==> config.mk <==
export PLATFORM = sky130hd
export DESIGN_NAME = uart_rx_sampler
export DESIGN_NICKNAME = d
export VERILOG_FILES = /design/src/rtl/uart_rx_sampler.sv
export SDC_FILE = /design/constraint.sdc
export NUM_CORES = 1
export LEC_CHECK = 0
export ABC_AREA = 1
export BUFFER_PORTS_ARGS = -buffer_cell sky130_fd_sc_hd__buf_2
export CORE_MARGIN = 2
export CORE_UTILIZATION = 35
export CTS_BUF_LIST = sky130_fd_sc_hd__clkbuf_4
export DETAILED_ROUTE_END_ITERATION = 8
export GPL_ROUTABILITY_DRIVEN = 1
export MAX_ROUTING_LAYER = met4
export PLACE_DENSITY = 0.62
export SYNTH_ARGS = -nofsm -noshare
export SYNTH_HDL_FRONTEND = slang
export SYNTH_SLANG_ARGS = --single-unit
==> constraint.sdc <==
create_clock -name clk -period 2.6 [get_ports clk]
set_input_delay 0.52 -clock clk [delete_from_list [all_inputs] [get_ports clk]]
set_output_delay 0.52 -clock clk [all_outputs]
set_load 0.01 [all_outputs]
==> src/rtl/uart_rx_sampler.sv <==
// UART RX oversampling front end: edge/bit counters for the RX FSM and mid-bit sampling of rx_in.
// Optional build macro UART_RX_SAMPLER_MAJ3_EN selects a 2-of-3 majority decision instead of the single mid-bit sample.
module uart_rx_sampler #(
  parameter int EDGE_W = 5,
  parameter int BIT_W  = 4
) (
  input  logic              clk,
  input  logic              reset,
  input  logic              rx_in,
  input  logic [EDGE_W-1:0] prescale_in,
  input  logic              par_en_in,
  input  logic              counter_en_in,
  input  logic              data_sample_en_in,
  output logic [EDGE_W-1:0] edge_cnt_out,
  output logic [BIT_W-1:0]  bit_cnt_out,
  output logic              sampled_bit_out,
  output logic              sample_valid_out
);

  logic [EDGE_W-1:0] edge_cnt_q, edge_cnt_d;
  logic [BIT_W-1:0]  bit_cnt_q, bit_cnt_d;
  logic [2:0]        samples_q, samples_d;
  logic              sampled_bit_q, sampled_bit_d;
  logic              sample_valid_q, sample_valid_d;

  logic [EDGE_W-1:0] half_s;
  logic [EDGE_W-1:0] last_edge_s;
  logic [BIT_W-1:0]  frame_end_s;
  logic              wrap_s;
  logic              sample_en_s;

`ifdef UART_RX_SAMPLER_MAJ3_EN
  function automatic logic maj3(input logic [2:0] v);
    return (v[0] & v[1]) | (v[0] & v[2]) | (v[1] & v[2]);
  endfunction
`endif

  // Frame geometry derived from the current configuration inputs.
  always_comb begin
    half_s      = prescale_in >> 1;
    last_edge_s = prescale_in - EDGE_W'(1);
    frame_end_s = par_en_in ? BIT_W'(10) : BIT_W'(9);
    wrap_s      = (edge_cnt_q >= last_edge_s);
    sample_en_s = counter_en_in & data_sample_en_in;
  end

  // Edge and bit counters; a dropped counter_en_in clears both, even on a wrap cycle.
  always_comb begin
    edge_cnt_d = '0;
    bit_cnt_d  = '0;
    if (counter_en_in) begin
      if (wrap_s) begin
        edge_cnt_d = '0;
        if (bit_cnt_q >= frame_end_s) begin
          bit_cnt_d = '0;
        end else begin
          bit_cnt_d = bit_cnt_q + BIT_W'(1);
        end
      end else begin
        edge_cnt_d = edge_cnt_q + EDGE_W'(1);
        bit_cnt_d  = bit_cnt_q;
      end
    end else begin
      edge_cnt_d = '0;
      bit_cnt_d  = '0;
    end
  end

  // Mid-bit sampling and decision; decision is registered one cycle after edge H+1.
  always_comb begin
    samples_d      = samples_q;
    sampled_bit_d  = sampled_bit_q;
    sample_valid_d = 1'b0;
    if (sample_en_s) begin
`ifdef UART_RX_SAMPLER_MAJ3_EN
      if ((edge_cnt_q == half_s - EDGE_W'(1)) || (edge_cnt_q == half_s) ||
          (edge_cnt_q == half_s + EDGE_W'(1))) begin
        samples_d = {samples_q[1:0], rx_in};
      end else begin
        samples_d = samples_q;
      end
      if (edge_cnt_q == half_s + EDGE_W'(1)) begin
        sampled_bit_d  = maj3({samples_q[1:0], rx_in});
        sample_valid_d = 1'b1;
      end else begin
        sampled_bit_d  = sampled_bit_q;
        sample_valid_d = 1'b0;
      end
`else
      if (edge_cnt_q == half_s) begin
        samples_d = {samples_q[1:0], rx_in};
      end else begin
        samples_d = samples_q;
      end
      if (edge_cnt_q == half_s + EDGE_W'(1)) begin
        sampled_bit_d  = samples_q[0];
        sample_valid_d = 1'b1;
      end else begin
        sampled_bit_d  = sampled_bit_q;
        sample_valid_d = 1'b0;
      end
`endif
    end else begin
      samples_d      = samples_q;
      sampled_bit_d  = sampled_bit_q;
      sample_valid_d = 1'b0;
    end
  end

  // State registers with synchronous reset to idle-line values.
  always_ff @(posedge clk) begin
    if (reset) begin
      edge_cnt_q     <= '0;
      bit_cnt_q      <= '0;
      samples_q      <= 3'b111;
      sampled_bit_q  <= 1'b1;
      sample_valid_q <= 1'b0;
    end else begin
      edge_cnt_q     <= edge_cnt_d;
      bit_cnt_q      <= bit_cnt_d;
      samples_q      <= samples_d;
      sampled_bit_q  <= sampled_bit_d;
      sample_valid_q <= sample_valid_d;
    end
  end

  assign edge_cnt_out     = edge_cnt_q;
  assign bit_cnt_out      = bit_cnt_q;
  assign sampled_bit_out  = sampled_bit_q;
  assign sample_valid_out = sample_valid_q;

endmodule

==> metrics.cfg <==
[flow_run]
drv_cap=0

[clocking]
tritoncts=built
cts_resized=0
cts_buffer_depth=2
htree_num_levels=1
cts.repair_timing.setup_buffer_count=0
cts_clk_pin_slew_worst_paths_ns=0.08
clock-sinks=12
ctsRootBufferMaster=clkbuf_4
ctsHoldBuffers=0
clock_latency_ns=0.27
clock_buffer_count_from_cts=3

[critical_path]
rr_endpoint=bit_cnt_out[2]
cp_num_cells=12
ff2ff_path_depth=6
cp_cell_sequence=buf_2 -> inv_1 -> ha_1 -> nand3_1 -> xor2_1 -> inv_1 -> ha_1 -> a21o_1 -> nor2_4 -> nand2_2 -> a21oi_1 -> nor2_1
worst_r2r_startpoint=edge_cnt_out[4]
start_kind=primary input
worstSetupPathType=in -> reg
rrSetupSlack_ns=1.11
path_delay_family=adder cells
crit_fanout=5
critical_path.n_buffers_inverters=3
worst_setup_path_end_kind=flop
critPathMaxStageDelay_ns=0.28
worst_ep_required_time_ns=2.77
cpMaxStageDelayCell=ha_1
arrival_ns=2.19

[synth]
largest_family_of_logic_cells_by_synthesized_area=simple AND/OR/NAND/NOR gates
ys_warns=0
post_synth.cell_area_avg_um2=6.785
syn_nets=166
synth.top_cell.area_share=0.2494
synthCells=142
synth_compound_gate_area_share=0.05714
synth_simple_gate_area_frac=0.3532
postSynthRegisterBits=12
synth-adder-area-share=0.1688
synthesis.area_um2=963.4
yosysSeqAreaShare=0.2494
synth.lib_cells_used.distinct=23
post_synth_xor_area_fraction=0.05455
synth_largest_area_cell=dfxtp_1
post_synth_mux_area_share=0
ys_top_cells_by_area=dfxtp_1 25%, ha_1 17%, nand2_1 14%, inv_1 10%, nand3_1 8.8%

[die]
placement_rows=19
pin_count=22
dieArea_um2=3188
initial_utilization=0.3586
core-area_um2=2686
dieHeight_um=56.47
die_w_um=56.47

[final_layout]
area_growth_pct=16.49
final_net_count=191
layout.cells.most_common=nand2_1
num_antenna_cells=0
mostFrequentLayoutCells=37 x nand2_1, 26 x inv_1, 21 x buf_2, 17 x nand3_1, 13 x ha_1
layout.filler_cells=290
proportion_of_layout_cells_with_a_drive_suffix_above_1=0.1988

[timing]
hold_viol=0
max_clock_freq_mhz=494.7
finalClockSkew_ns=0.008906
period_share=0.7774
tightestPinTransition_ns=0.2670
final_period_minus_worst_setup_slack_ns=2.021
setup_viol_count_final=0
finalMaxSlewViolations=0
rsz_0062_raised_after_global_routing=no
max_slew_margin=0.8218
finalWorstSetupSlack_ns=0.5787
setup_tns_ns=0

[global_routing]
wire_length_of_the_first_global_routing_pass_mm=3.422
overflow=0
grt_start_max_net_pins=8
grt_antenna_before_repair=0
vias_in_the_first_global_route=813
grt.total_usage=0.1366

[min_path]
whs_endpoint=sample_valid_out
worst_hold_path.num_cells=2
hp-class=in -> reg
min-delay-start=reset

[place]
gp_congestion=0.8916
half_perimeter_wire_length_of_the_detailed_placement_result_mm=1.644
pre_cts_slack_ns=0.2646
portBuffers=21

[routing]
final_antenna_net_count=0
detail_route.vias_per_cell=4.614
first_pass_iters=4
post-route-drc-count=0
detail_route.iter0.violations=10
routed_wl_mm=1.967
detailroute.via_count=909
detail_route.wl_per_cell_um=9.985

[power]
leakage_uw=0.0006238
power.clock.fraction=0.303
internal_power_uw=273.5
combPwrFrac=0.203
sw_frac_of_total=0.2891
power_per_standard_cell_area_nw_per_um2=342.8
power_switching_uw=111.2
power.sequential.fraction=0.495
ir_worst_vdd_mv=0.2695

[run_status]
outcome=finished clean

-- Yosys cell counts --
master   number
o21ai_0       1
a21oi_1       4
nor2_4        1
inv_1        26
nand2_1      37
nand3_4       1
nor2_1       10
and2_1        1
o21ai_2       1
xnor2_1       2
buf_6         1
nand3_1      17
inv_2         1
nand4_1       3
nor2_2        1
xor2_1        4
dfxtp_1      12
nand2_2       2
a21oi_2       1
a21o_1        1
ha_1         13
or2_2         1
o21ai_1       1
-- cells by family after synthesis --
| logic type | Yosys count |
|---|---|
| DFF | 12 |
| and+or+nand+nor | 74 |
| adders and majority gates | 13 |
| AOI/OAI and AO/OA | 9 |
| xor gates and xnor gates | 6 |
| buffers and inverters | 28 |
-- state kept, by name, summed over array words and instances, names as in the netlist --
name	flops
bit_cnt_out	4
sampled_bit_out	1
samples_q	1
sample_valid_out	1
edge_cnt_out	5
-- metrics by stage --
step	utilization	hold slack, ns	total power (uW)	area, um2	cells
after floorplan	-	0.4296	250.9	963.4	142
after global placement	0.4080	0.4369	271.6	1096	193
after detailed placement	0.4080	0.4526	273.5	1096	193
after CTS	0.4178	0.4226	394.8	1122	197
after global routing	0.4178	0.4215	420.0	1122	197
final	0.4178	0.4317	384.7	1122	197
-- power groups by stage --
stage          Combinational (uW)  Sequential (uW)  Clock, uW
2_1_floorplan                55.8              195          0
3_3_place_gp                 76.9              195          0
3_5_place_dp                 78.9              195          0
4_1_cts                      79.2              190        125
5_1_grt                      92.9              191        136
6_report                     77.9              190        116
-- per-layer routing --
layer | wire [um] | vias up | global-route usage
met4 | 6 | 0 | 0.05102
met3 | 87 | 2 | 0.02995
li1 | - | 495 | -
met2 | 952 | 15 | 0.2209
met1 | 920 | 397 | 0.1655
met5 | 0 | - | -
-- worst max path at each step --
stage / start / end / slack [ns]
2_1_floorplan: prescale_in[0] / bit_cnt_out[2] / 0.56
3_3_place_gp: prescale_in[1] / bit_cnt_out[3] / 0.36
3_5_place_dp: prescale_in[1] / bit_cnt_out[2] / 0.26
4_1_cts: prescale_in[1] / bit_cnt_out[2] / 0.57
5_1_grt: prescale_in[1] / bit_cnt_out[2] / 0.45
6_report: prescale_in[1] / bit_cnt_out[2] / 0.58
-- layout make-up --
cell class	count	area [um2]	area share
inverter	27	101.3	0.09030
timing repair buffer	21	105.1	0.09365
clock inverter	1	3.754	0.003344
multi-input combinational	102	610.6	0.5440
tap	31	38.79	0.03456
sequential	12	240.2	0.2140
clock buffer	3	22.52	0.02007
(Power assumes the default switching activity.)
